`src/rtl/multi_channel_tick_timer.sv`:
```
//------------------------------------------------------------------------------
// Module      : multi_channel_tick_timer
// Description : Shared prescaler producing a base tick, driving N_CH independent
//               one-shot/periodic countdown channels with expiry pulses.
// Revision    : 1.0 - initial release
//------------------------------------------------------------------------------
`default_nettype none

module multi_channel_tick_timer #(
    parameter int CLK_HZ  = 40_000_000,
    parameter int TICK_HZ = 1000,
    parameter int N_CH    = 4,
    parameter int CNT_W   = 16
) (
    input  logic                    clk_40MHz,
    input  logic                    rst,
    output logic                    tick_ms,
    input  logic [N_CH-1:0]         ch_start,
    input  logic [N_CH-1:0]         ch_stop,
    input  logic [N_CH-1:0]         ch_periodic,
    input  logic [N_CH*CNT_W-1:0]   ch_load,
    output logic [N_CH-1:0]         ch_busy,
    output logic [N_CH-1:0]         ch_expired,
    output logic [N_CH*CNT_W-1:0]   ch_count
);

    localparam int              PRESCALE = CLK_HZ / TICK_HZ;
    localparam int              PS_W     = $clog2(PRESCALE);
    localparam logic [PS_W-1:0] PS_LAST  = PS_W'(PRESCALE - 1);
    localparam logic [CNT_W-1:0] CNT_ONE = CNT_W'(1);

    logic [PS_W-1:0] r_prescale;

    // Free-running prescaler; channel activity never disturbs it.
    always_ff @(posedge clk_40MHz) begin
        if (rst) begin
            r_prescale <= '0;
            tick_ms    <= 1'b0;
        end else if (r_prescale == PS_LAST) begin
            r_prescale <= '0;
            tick_ms    <= 1'b1;
        end else begin
            r_prescale <= r_prescale + 1'b1;
            tick_ms    <= 1'b0;
        end
    end

    for (genvar i = 0; i < N_CH; i++) begin : g_ch
        logic [CNT_W-1:0] r_count;
        logic [CNT_W-1:0] r_load;
        logic             r_mode;
        logic             r_busy;
        logic             r_exp;
        logic [CNT_W-1:0] w_load;

        assign w_load = ch_load[i*CNT_W +: CNT_W];

        // Priority: start over stop over tick. A running channel always holds count >= 1.
        always_ff @(posedge clk_40MHz) begin
            if (rst) begin
                r_count <= '0;
                r_load  <= '0;
                r_mode  <= 1'b0;
                r_busy  <= 1'b0;
                r_exp   <= 1'b0;
            end else begin
                r_exp <= 1'b0;
                if (ch_start[i]) begin
                    r_load <= w_load;
                    r_mode <= ch_periodic[i];
                    if (w_load != '0) begin
                        r_busy  <= 1'b1;
                        r_count <= w_load;
                    end else begin
                        r_busy  <= 1'b0;
                        r_count <= '0;
                        r_exp   <= 1'b1;
                    end
                end else if (ch_stop[i]) begin
                    r_busy  <= 1'b0;
                    r_count <= '0;
                end else if (tick_ms && r_busy) begin
                    if (r_count == CNT_ONE) begin
                        r_exp <= 1'b1;
                        if (r_mode) begin
                            r_count <= r_load;
                        end else begin
                            r_busy  <= 1'b0;
                            r_count <= '0;
                        end
                    end else begin
                        r_count <= r_count - CNT_ONE;
                    end
                end
            end
        end

        assign ch_busy[i]                   = r_busy;
        assign ch_expired[i]                = r_exp;
        assign ch_count[i*CNT_W +: CNT_W]   = r_count;
    end

endmodule

`default_nettype wire

```
`config.mk`:
```
export PLATFORM = sky130hd
export DESIGN_NAME = multi_channel_tick_timer
export DESIGN_NICKNAME = d
export VERILOG_FILES = /design/src/rtl/multi_channel_tick_timer.sv
export SDC_FILE = /design/constraint.sdc
export NUM_CORES = 1
export LEC_CHECK = 0
export BUFFER_PORTS_ARGS = -buffer_cell sky130_fd_sc_hd__buf_2
export CORE_MARGIN = 2
export CORE_UTILIZATION = 60
export DETAILED_ROUTE_END_ITERATION = 8
export PLACE_DENSITY_LB_ADDON = 0.12
export SLEW_MARGIN = 25
export SYNTH_ARGS = -nofsm -noshare
export SYNTH_HDL_FRONTEND = slang
export SYNTH_SLANG_ARGS = --single-unit
```
`constraint.sdc`:
```
create_clock -name clk_40MHz -period 4.51 [get_ports clk_40MHz]
set_clock_uncertainty 0.15 [all_clocks]
set_input_delay 0.902 -clock clk_40MHz [delete_from_list [all_inputs] [get_ports clk_40MHz]]
set_output_delay 0.902 -clock clk_40MHz [all_outputs]
set_load 0.01 [all_outputs]
```
Word level (Yosys, flattened, before mapping)
Index checks and enable logic that the tools add are counted.
W data, S select, Z words.

storage, ports and cells
  memories = 0
  bits in read-only memories = 0
  memory bits (writable) = 0
  output and inout bits = 73
  logic and storage cells = 126
  register bits = 157
  latch bits = 0

cells by class
  equality and inequality tests = 9
  $lt $le $gt $ge = 0
  divide/modulo/power cells = 0
  shift-type cells = 0
  bitwise gates (word level) = 0
  add/sub/neg operators = 5
  mux-type cells = 69
  reductions and logical operators = 21
  multiply operators = 0

operators with widths
  kind                     number
  $mux W16                 24
  $eq A16 B1 Y1 const B    4
  $reduce_bool A16 Y1      4
  $sub A16 B1 Y16 const B  4
  $mux W1                  45
  $reduce_bool A3 Y1       8
  $add A16 B1 Y16 const B  1
  $eq A16 B16 Y1 const B   1
  $ne A3 B3 Y1 const B     4
  $reduce_and A3 Y1        4
  $logic_and A1 B1 Y1      4
  $reduce_or A2 Y1         1

Longest topological paths before layout
Gate-level depths: netlist of run 1.

  depth after elaboration = 5
  mapped depth = 9
  depth with buffers taken out = 8

Worst setup path before layout of run 1
OpenSTA, ideal clock, no wires.

  path type = flip-flop to flip-flop
  start = register g_ch[2].r_count[0]
  end = register g_ch[2].r_count[2]
  slack = 2.022 ns
  data required time = 4.228 ns
  period minus slack after synthesis = 2.488 ns
  data arrival time = 2.206 ns
  cell stages (with the launch flop) = 8
  cells stage by stage = dfxtp_1 -> ha_1 -> or4b_2 -> nor4_4 -> buf_4 -> o21ai_0 -> a221oi_1 -> nor3_1

on the way
  longest elaborated chain between the ends = 5

ends and longest elaborated chain
  what                                                     line    source
  from (decl)                                              49      logic [CNT_W-1:0] r_count;
  from (signal assigned)                                   73      r_count <= w_load;
  from (signal assigned)                                   86      r_count <= r_load;
  from (signal assigned)                                   92      r_count <= r_count - CNT_ONE;
  $sub A16 B1 Y16 / $eq A16 B1 Y1 (equally long branches)  92, 83
  $mux W16 *                                               83      if (r_count == CNT_ONE) begin
  $mux W16 *                                               82      end else if (tick_ms && r_busy) begin
  $mux W16 *                                               79      end else if (ch_stop[i]) begin
  $mux W16 *                                               68      if (ch_start[i]) begin

Every way passes the cells marked *; elsewhere a longest branch is shown, timed or not. The select of a mux whose other input is x is not followed.
A chain may end at the register's enable or synchronous reset.

Worst setup path after layout of run 1
  start = register g_ch[0].r_count[4]
  end = register g_ch[0].r_count[3]

on the way
  longest elaborated chain between the ends = 5

ends and longest elaborated chain
  what                    line
  from (decl)             49
  from (signal assigned)  73
  from (signal assigned)  86
  from (signal assigned)  92
  $eq A16 B1 Y1           83
  $mux W16                83
  $mux W16                82
  $mux W16                79
  $mux W16                68

No other way between the ends. The select of a mux whose other input is x is not followed.

==> results of run 1 <==
cell families (layout without fill, tap and decap cells):
kind of cell	after synthesis	after routing	share of synthesized area (%)
buffers and inverters	94	205	5.84
flip-flops	157	157	37.7
AND/OR/NAND/NOR	466	466	27.0
multiplexers	24	24	2.88
adder cells (fa/ha/maj)	9	9	1.35
AO/OA/AOI/OAI	259	259	20.3
XOR/XNOR	47	47	4.94
Yosys cell counts, drive strengths merged (6+ instances only):
cell and count:
a211oi 13, a21oi 87, a221oi 15, a22oi 7, a311oi 26, a31oi 11, and2 6, and3 17
buf 21, clkbuf 56, dfxtp 157, ha 9, inv 13, mux2i 24, nand2 153, nand3 39
nand4 14, nor2 130, nor3 33, nor4 29, o21ai 53, o31ai 6, or2 8, or3 7
or4 9, xnor2 23, xor2 24
layout by cell type (no fill, tap or decap), drive strengths merged, types with 18 or more instances in the layout:
cell / netlist / final
xor2: 24 / 24
nor4: 29 / 29
nand3: 39 / 39
nand2: 153 / 153
a21oi: 87 / 87
nor2: 130 / 130
dfxtp: 157 / 157
a311oi: 26 / 26
nor3: 33 / 33
buf: 21 / 158
mux2i: 24 / 24
xnor2: 23 / 23
o21ai: 53 / 53
clkbuf: 56 / 18
worst min-delay path by stage:
stage	start	to	slack [ns]	cells past startpoint
final	g_ch[2].r_load[0]	g_ch[2].r_load[0]	0.31	2
after detailed placement	g_ch[2].r_load[0]	g_ch[2].r_load[0]	0.30	2
after floorplan	r_prescale[0]	r_prescale[0]	0.28	1
after global placement	r_prescale[0]	r_prescale[0]	0.30	1
after CTS	g_ch[2].r_load[0]	g_ch[2].r_load[0]	0.31	2
after global routing	g_ch[2].r_load[0]	g_ch[2].r_load[0]	0.32	2
state kept, by name, summed over array words and instances (netlist names):
| name | cells |
|---|---|
| g_ch.r_busy | 4 |
| g_ch.r_count | 64 |
| g_ch.r_exp | 4 |
| g_ch.r_load | 64 |
| g_ch.r_mode | 4 |
| r_prescale | 16 |
| tick_ms | 1 |
cell type report:
class                      instances  area [um2]  area share (%)
clock buffer                      18         429            4.49
multi-input combinational        805        4710            49.2
clock inverter                    14         193            2.01
sequential                       157        3140            32.9
timing repair buffer             158         813            8.50
inverter                          15        56.3           0.589
tap                              180         225            2.35
routing by layer:
layer  vias to the layer above  wire length (um)  GRT usage [%]
met5                         -                 0              0
met4                         0               514           12.4
met3                        42              1730           5.81
met2                       362             10200           46.9
met1                      3837              9830           40.5
li1                       4012                 -              -
critical path: cells and delay by family, from the launching register on:
kind             cells  cell delay (ns)
flip-flops           1             0.38
AO/OA/AOI/OAI        3             0.58
AND/OR/NAND/NOR      3             1.63
stage by stage:
step	setup slack, ns	utilization (%)	total power, uW	area [um2]	instances
2_1_floorplan	2.02	-	1980	8330	1056
3_3_place_gp	1.70	65.2	2140	8940	1315
3_5_place_dp	1.61	65.2	2150	8940	1315
4_1_cts	1.66	69.7	3650	9560	1347
5_1_grt	1.52	69.7	3790	9570	1347
6_report	1.64	69.7	3650	9570	1347
report_power, final:
part / leakage [uW] / total (uW) / internal (uW) / switching [uW]
combinational: 0.00232 / 570 / 234 / 337
sequential: 0.00129 / 1560 / 1460 / 98.0
clock: 0.000296 / 1510 / 927 / 588
total: 0.00391 / 3650 / 2630 / 1020
==> run summary, run 1 <==
The tools report the number of hold violations in the final report as 0. The number of clock sinks was 157; the aggregate global routing overflow was 0. The post-detailed-route DRC marker count is 0, and the final-stage net count is 1241. The number of cells on the worst reg-to-reg path is 6. The tools report the count of endpoints failing setup in the final report as 0. The endpoint identified for the worst register-to-register timing path is g_ch[0].r_count[3]. Clock-pin slew was measured on the worst setup and hold paths at 0.07 ns. 0 antenna diodes ended up in the layout. The smallest clock period supported by the final layout is computed as 2.87 ns. The number of core rows was 43; the maximum number of pins on one net before global-route repair was 61.

Among all stages on the critical path, the largest delay is contributed by nor4_4. The floorplan step set the die height to 122 um. Once the floorplan was initialized, standard cells occupied 60.7% of the core.

The synthesized design contains 0 enable-type register cells. After synthesis the cells add up to 8330 um2. Synthesis produced 1056 cells. The critical path is of the reg -> reg type.

The type of the worst min-delay path is reg -> reg. The cell sitting at the root of the clock tree is a clkbuf_16. Dividing total power by cell area gives a power density of 381 nW/um2. The count of input and output buffers works out to 150. The count of nets left with antenna violations once routing finished came out at 0.

Detailed placement ended at an HPWL of 15000 um. TritonCTS built the clock tree. The proportion of netlist area held by the largest area contributor is 37.7%, and the actual slew at the worst max-slew pin is 0.933 ns. For the number of buffers added by the clock tree synthesis step, the log shows 17. The clock passes through at most 2 buffers. The most used flip-flop cell after synthesis is dfxtp_1.

The number of search-and-repair iterations in the first detailed-routing pass is 6, and the fraction of layout instances using a drive strength above 1 is 18.9%. Detailed routing inserted a total of 8253 vias. The sequential share of the synthesized area was 37.7%; the area of the core region was 13700 um2. In this run the post-CTS setup repair buffer count came out at 0. STA classifies the critical path startpoint as a flip-flop. The tools report the number of filler instances in the final layout as 1187.

Final clock period utilization by the worst path: 63.7%. The critical path goes through or4_1 -> nor4_4 -> a21oi_1 -> a311o_1 -> a22oi_1 -> nor3_1. The run finished with clean final reports. Of all cell types, the one taking the most synthesized area is dfxtp_1.

For this run, the slowest stage of the critical path takes 0.81 ns. The largest fanout of any net on the critical path was 16; the H-tree depth was 4. The tools report the launch point of the worst path as g_ch[0].r_count[4]. The tightest hold path in the finished design has a slack of 0.306 ns. The first global-routing pass estimated 36100 um of wire.

The run gives 1.64 ns as the slack of the worst reg-to-reg path. The tools report the number of nets produced by synthesis as 1143. Data on the critical path arrives at its endpoint at 3.02 ns. After detailed routing, the number of vias per cell comes to 6.13. The logs give 0.303 mV for the maximum resistive drop on vdd and 0.43 ns for the latest clock arrival within the worst-skew pair. After detailed routing, the total wire length is 22300 um. Number of warnings reported in the yosys synthesis log: 0. The flip-flop and latch count after synthesis works out to 157. Each instance of the synthesized netlist takes up on average 7.89 um2. The floorplan step defined a die boundary enclosing 14800 um2.

The static leakage was 0.00391 uW. The worst register-to-register path begins at g_ch[0].r_count[4]. In this run the horizontal extent of the chip is 122 um. The global-route usage over all layers is 29.9%. The fraction of synthesis flops using an asynchronous set or reset pin works out to 0%.

The endpoint required time on the critical path is 4.66 ns. The layout overhead on the synthesized area is 14.8%. Hold-fix buffer count after cts: 0.

The remaining max-slew budget at the tightest pin came out at 37.7%. The run gives 0 as the final-report max-slew violation count. In this run the worst setup path terminates at g_ch[0].r_count[3]. The total negative slack for setup checks was 0 ns. 151 I/O pins were placed. Number of global-route vias before repair: 7428. The routed length per placed instance came out at 16.6 um.

The logs give 0 for the initial antenna violation count and 0.348 GHz for the achievable frequency. The first routing iteration left 541 violations. Setup repair after global routing left no endpoint under its margin. At the end of routability-driven placement, the weighted congestion stood at 0.890. The run gives 0 as the number of maximum-capacitance violations. The count of cells resized by post-cts repair is 0. The worst setup path is captured at a flip-flop. The number of different library cells used by synthesis comes to 75. Yosys attributes the largest share of cell area to dfxtp_1 38%, nand2_1 6.8%, nor2_1 5.8%, a21oi_1 5.2%, mux2i_1 2.9%.
No activity file was read; power rests on OpenSTA's default activity.
==> run 2: changes to the inputs <==
--- a/config.mk
+++ b/config.mk
@@ -7,7 +7,7 @@
 export LEC_CHECK = 0
 export BUFFER_PORTS_ARGS = -buffer_cell sky130_fd_sc_hd__buf_2
 export CORE_MARGIN = 2
-export CORE_UTILIZATION = 60
+export CORE_UTILIZATION = 56
 export DETAILED_ROUTE_END_ITERATION = 8
 export PLACE_DENSITY_LB_ADDON = 0.12
 export SLEW_MARGIN = 25
==> constraint.sdc (replaced) <==
create_clock -name clk_40MHz -period 2.8 [get_ports clk_40MHz]
set_clock_uncertainty 0.15 [all_clocks]
set_input_delay 0.56 -clock clk_40MHz [delete_from_list [all_inputs] [get_ports clk_40MHz]]
set_output_delay 0.56 -clock clk_40MHz [all_outputs]
set_load 0.01 [all_outputs]
==> run 2 against run 1 <==
  * Sequential power is 62% higher
  * Die area increased by 6.9%
  * Total power increased by 64%
  * Cell area grew 2.6%
  * Clock-buffer cell count up 4
  * Critical endpoint is now g_ch[2].r_count[3]
  * Sequential share of layout area fell by 0.82 points
  * Largest cell class unchanged
  * Utilization fell by 2.2 points
  * First-iteration DRC count increased by 20%
  * Clock power up 66%
  * Sequential cell count unchanged
  * Register-to-register slack worse by 1.5 ns
  * Critical path type unchanged
  * Worst hold slack lost 0.087 ns
==> run summary, run 2 (synthesis results as in run 1) <==
The worst register-to-register path has a setup slack of 0.18 ns. For this run, the detailed router's first-pass iteration total came to 5. On the worst path, the slowest cell contributes a delay of 0.62 ns.

Most used routing layer in global routing: met2. Summing all non-filler instances in the final layout gives an area of 9820 um2. The longest clock path from root to sink contains 2 buffers. For this run, global-route usage on met3 was measured as 4.97%. The startpoint identified for the worst hold timing path is ch_periodic[0]. The hold-fix buffer count after cts was 0. Leaving out fill and tap cells, the most frequent cell in the layout is dfxtp_1. After detailed routing, the number of vias per cell comes to 6.06. The worst path in the final design needs a cycle of 2.62 ns, including I/O delays and setup.

Dividing total power by cell area gives a power density of 609 nW/um2. Global routing used 46.0% of the available met2 tracks. Setup repair after global routing left no endpoint under its margin.

The routed length per placed instance was 16.6 um. After detailed routing, the total wire length is 22900 um. At the pin with the least slew margin, the transition time is 0.713 ns. For the endpoint required time on the critical path, the log shows 2.96 ns. Summed over all nets, the half-perimeter wirelength after detailed placement is 15700 um. Together, buffers and inverters on the worst path number 2. Sort of element at the start of the critical path: a flip-flop.

The number of I/O pins was 151. The initial antenna violation count was 0. The launch point of the worst path is g_ch[2].r_count[1]. The cell family contributing the most delay on the critical path is simple AND/OR/NAND/NOR gates. The min-delay analysis places its worst path in the category in -> reg. The final clock period utilization by the worst path is 93.5%.

The die covers 15900 um2. From synthesis to final layout, the design area changed by 17.8%. The run finished with clean final reports. The worst setup path is of the reg -> reg kind. Number of DRC markers after the initial detailed-route iteration: 649. The largest fanout of any net on the critical path came out at 6.

The clock-pin slew on the worst setup and hold paths was 0.06 ns; the number of clock sinks was 157. Met1 usage: 39.7%. VDD sags by at most 0.460 mV. The logs give 0 for the number of hold violations in the final report and 0.00407 uW for the static leakage. The number of clock buffers added by TritonCTS is 17. The die boundary width was 126 um. The final-stage net count came out at 1268. The endpoint type of the worst setup path was a flip-flop.

The count of input and output buffers is 150. Based on the critical path, the design can be clocked at up to 0.382 GHz. Number of global-route vias before repair: 7593. Traced cell by cell, the critical path runs through inv_2 -> ha_2 -> or4b_2 -> nor4_4 -> buf_4 -> a21oi_1 -> a311o_1 -> a22oi_1 -> nor3_1. The aggregate global routing overflow was 0.

The vertical die dimension came out at 126 um. TritonCTS built the clock tree. For the area of the core region, the log shows 14500 um2. The maximum number of pins on one net before global-route repair was 72. Leaving out fill and tap cells, the most frequent cells in the layout are 156 x dfxtp_1, 152 x nand2_1, 149 x buf_2. The number of maximum-capacitance violations came out at 0.

Global-route usage over all layers: 28.6%. The filler cells instantiated in the layout total 1312. The worst register-to-register path begins at g_ch[2].r_count[1]. For the final routed database, the setup TNS stands at 0 ns.

The total number of vias was 8353; the H-tree depth was 4. The run gives 0 as the total inserted antenna cells. After detailed placement, the total cell area comes to 9160 um2. In the final layout, the registers with the most flip-flops are g_ch.r_count x64, g_ch.r_load x64, r_prescale x16. The final-report max-slew violation count came out at 0. After detailed routing, the number of remaining DRC violations is 0.

Setup violations remaining at the end of the flow were counted as 0. The logs give 44 for the number of core rows and 52.4% for the remaining max-slew budget at the tightest pin. The first global-routing pass estimated 37700 um of wire. Data arrives at the worst endpoint at 2.78 ns.

CTS placed an instance of clkbuf_16 at the clock tree root. The run gives 0 as the antenna violation net count after detailed routing. At the later pin of the worst-skew pair, clock insertion delay measures 0.43 ns. Of the cells placed in the final design, the portion with a size suffix greater than 1 is 21.0%. For this run, the share of the core covered by cells in the final layout is 67.5%. The initial utilization of the core area, before any placement, comes to 57.3%.

The congestion estimate from routability-driven global placement came to 0.885. The worst-path cell with the longest stage delay is or4b_2.
-- run 2: worst reg2reg max path, delay by kind of cell (launching register included) --
kind | cells | cell delay, ns
AO/OA/AOI/OAI | 3 | 0.54
adder cells (fa/ha/maj) | 1 | 0.20
buffers and inverters | 2 | 0.28
flip-flops | 1 | 0.37
AND/OR/NAND/NOR | 3 | 0.96
-- run 2: power breakdown --
group	switching [uW]	internal, uW
Combinational	551	403
Sequential	157	2360
Clock	924	1590
Total	1630	4350
-- run 2: area by class of cell --
type / instances / area [um2] / area share [%]
Timing Repair Buffer: 185 / 1030 / 10.5
Sequential cell: 157 / 3140 / 32.0
Clock inverter: 10 / 160 / 1.63
Multi-Input combinational cell: 805 / 4710 / 48.0
Clock buffer: 22 / 484 / 4.93
Tap cell: 184 / 230 / 2.35
Inverter: 15 / 56.3 / 0.574
-- run 2: path summary, 6_finish.rpt --
kind                            depth (start not counted)                 end
worst max-delay path                                    9  g_ch[2].r_count[3]
worst min-delay path                                    3      g_ch[0].r_mode
worst max register to register                          9  g_ch[2].r_count[3]
worst min register to register                          2   g_ch[2].r_load[0]
-- run 2: per-layer routing --
| layer | vias to the layer above | wire length [um] |
|---|---|---|
| met4 | 0 | 282 |
| li1 | 4078 | - |
| met2 | 351 | 10700 |
| met3 | 26 | 1650 |
| met5 | - | 0 |
| met1 | 3898 | 10300 |
-- run 2: through the flow --
stage	power, uW	hold slack (ns)	setup slack (ns)	cells
after global routing	6220	0.233	0.0212	1378
after CTS	5990	0.213	0.142	1377
after floorplan	3190	0.276	0.312	1056
after detailed placement	3490	0.301	0.171	1345
final	5980	0.219	0.181	1378
after global placement	3480	0.293	0.245	1345
-- run 2: what timing repair did --
action                     4_1_cts  5_1_grt
setup buffers                    0        1
gates resized for setup          0        4
setup endpoints to repair        0        3
==> run 3: changes to the inputs <==
--- a/config.mk
+++ b/config.mk
@@ -7,7 +7,7 @@
 export LEC_CHECK = 0
 export BUFFER_PORTS_ARGS = -buffer_cell sky130_fd_sc_hd__buf_2
 export CORE_MARGIN = 2
-export CORE_UTILIZATION = 56
+export CORE_UTILIZATION = 60
 export DETAILED_ROUTE_END_ITERATION = 8
 export PLACE_DENSITY_LB_ADDON = 0.12
 export SLEW_MARGIN = 25
==> constraint.sdc (replaced) <==
create_clock -name clk_40MHz -period 3.3 [get_ports clk_40MHz]
set_clock_uncertainty 0.15 [all_clocks]
set_input_delay 0.66 -clock clk_40MHz [delete_from_list [all_inputs] [get_ports clk_40MHz]]
set_output_delay 0.66 -clock clk_40MHz [all_outputs]
set_load 0.01 [all_outputs]
==> run 3 against run 2 <==
  * Global-route usage grew 2.1 points
  * Worst setup slack better by 0.49 ns
  * Via count increased by 0.41%
  * Total power decreased by 19%
  * Clock power is 23% lower
  * Worst hold slack better by 0.090 ns
  * Critical path type unchanged
  * Highest routed layer unchanged
==> run summary, run 3 (synthesis results as in run 1) <==
The run finished with clean final reports. STA puts the critical path data arrival time at 2.82 ns. Initial antenna violation count: 0. The worst path in the final design needs a cycle of 2.63 ns, including I/O delays and setup. The die boundary width came out at 122 um. The post-detailed-route DRC marker count was 0; the relative contribution of the clock network to total power was 39.8%. The worst setup path is captured at a flip-flop.

Static timing analysis puts the maximum clock frequency at 0.381 GHz. The tools report the reported net switching power as 1400 uW. The part of the power in registers is 43.9%, and the share of total power consumed by net switching is 28.8%. Number of core rows: 43.

Once the clock tree was built, the resizer swapped 0 gates to a different size. The number of placed instances, taps included, is 1327. Clock root buffer: clkbuf_16. The post-detailed-routing wire length is 22700 um. The buffering stage count on the worst path with inverters included is 0, and the fraction of layout instances using a drive strength above 1 is 19.8%. The run gives 877 as the number of DRC markers after the initial detailed-route iteration.

The congestion estimate from routability-driven global placement came to 0.925. The number of hold buffers added after CTS was 0. Walking the worst path, the cells encountered are or4_1 -> or3_4 -> nor2_4 -> and3_1 -> o21ai_1 -> a311oi_1.

The die covers 14800 um2. Of the total power, combinational logic draws 16.3%. Setup violations remaining at the end of the flow were counted as 0. For the worst-skew pair, the clock arrives at the later sink with an insertion delay of 0.44 ns. Leaving out fill and tap cells, the most frequent cells in the layout are 157 x dfxtp_1, 152 x nand2_1, 149 x buf_2.

The total power density per cell area came out at 505 nW/um2. Setup repair after global routing left no endpoint under its margin. Count of input and output buffers: 150.

Final-stage net count: 1253. The initial utilization of the core area, before any placement, comes to 60.7%. In the final layout, the registers with the most flip-flops are g_ch.r_count x64, g_ch.r_load x64, r_prescale x16. The per-cell via count in the routed design was 6.17.

In the post-route analysis, the smallest setup slack over all paths is 0.674 ns. After detailed routing, the average wire length per cell comes to 16.7 um. The global-route wire length before repair was 36900 um. 151 I/O pins were placed. For this run, the detailed router's first-pass iteration total came to 7. Across every metal layer, demand over resource in global routing totals 30.7%. The total negative slack for setup checks is 0 ns.

STA classifies the critical path startpoint as a flip-flop. The analysis attributes to cell leakage a power of 0.00397 uW. At the placement stage, the worst setup path has a slack of 0.609 ns.

Headroom to the max-slew limit came out at 49.7%. TritonCTS built the clock tree. Critical path class: reg -> reg. The actual slew at the worst max-slew pin is 0.754 ns, and the vertical die dimension is 122 um.

Internal power comes to 3460 uW. For the largest buffer count on any clock path, the log shows 2. The tools report the post-CTS setup buffer count as 0. The tools report the maximum number of pins on one net before global-route repair as 62.

The area of the core region came out at 13700 um2. IR analysis of the VDD net gives a maximum drop of 0.426 mV. The total inserted antenna cells came out at 0. After clock tree synthesis, the clock-pin slew on the worst setup and hold paths is 0.06 ns. The non-filler instance count after layout was 1359; the final-report max-slew violation count was 0. The tools report the number of global-route vias before repair as 7726. Largest fanout of any net on the critical path: 14. The number of buffers added by the clock tree synthesis step is 17, and the layout overhead on the synthesized area is 15.5%. CTS built an H-tree with a depth of 4. Grouping stages by cell kind, the critical path spends the most delay in simple AND/OR/NAND/NOR gates. The slowest stage of the critical path is the or4_1 cell. CTS saw 157 sinks. The most frequent standard cell in the layout excluding fill and tap cells is dfxtp_1. In this design, the stage delay of the slowest critical-path cell is 0.73 ns. The tools report the number of hold violations in the final report as 0.

The run gives 0 as the aggregate global routing overflow. The tightest min-delay check is of the in -> reg type. At the worst endpoint, the required time is 3.50 ns. Summing over every cut layer, the via total after detailed routing is 8387.

The number of maximum-capacitance violations is 0, and the post-detailed-placement half-perimeter wirelength is 15700 um. The antenna violation net count after detailed routing is 0, and the final clock period utilization by the worst path is 79.6%.
==> run 3: area by class of cell <==
type	instances	area, um2
Sequential cell	157	3140
Tap cell	180	225
Fill cell	1139	4090
Multi-Input combinational cell	805	4700
Timing Repair Buffer	170	916
Inverter	15	56.3
Clock buffer	18	439
Clock inverter	14	141
==> run 3: metrics by stage <==
step | utilization, % | hold slack, ns | cell area [um2] | total power [uW]
floorplan | - | 0.276 | 8330 | 2710
global placement | 65.9 | 0.294 | 9040 | 2940
detailed placement | 65.9 | 0.302 | 9040 | 2950
CTS | 70.2 | 0.303 | 9630 | 4870
global route | 70.2 | 0.319 | 9630 | 5070
finish | 70.2 | 0.309 | 9630 | 4860
==> run 3: worst reg2reg max path: stages, from the launching register on <==
cell      delay [ns]
dfxtp_1         0.36
or4_1           0.73
or3_4           0.49
nor2_4          0.31
and3_1          0.20
o21ai_1         0.06
a311oi_1        0.24
==> run 3: final timing paths <==
kind | from | endpoint | slack, ns | cells past startpoint
worst min register to register | g_ch[1].r_load[1] | g_ch[1].r_load[1] | 0.31 | 2
worst max register to register | g_ch[0].r_count[4] | g_ch[0].r_count[11] | 0.67 | 6
worst min-delay path | ch_periodic[2] | g_ch[2].r_mode | 0.31 | 3
worst max-delay path | g_ch[0].r_count[4] | g_ch[0].r_count[11] | 0.67 | 6
==> run 3: layer usage <==
metal | track usage (%) | wire, um
met3 | 6.46 | 1810
met5 | 0 | 0
met1 | 40.8 | 9920
met2 | 49.0 | 10500
met4 | 12.0 | 439
==> run 3: power groups by stage <==
stage / Combinational (uW) / Sequential, uW / Clock [uW]
global placement: 770 / 2170 / 0
floorplan: 557 / 2150 / 0
CTS: 785 / 2130 / 1960
detailed placement: 777 / 2170 / 0
finish: 793 / 2140 / 1930
global route: 878 / 2150 / 2040
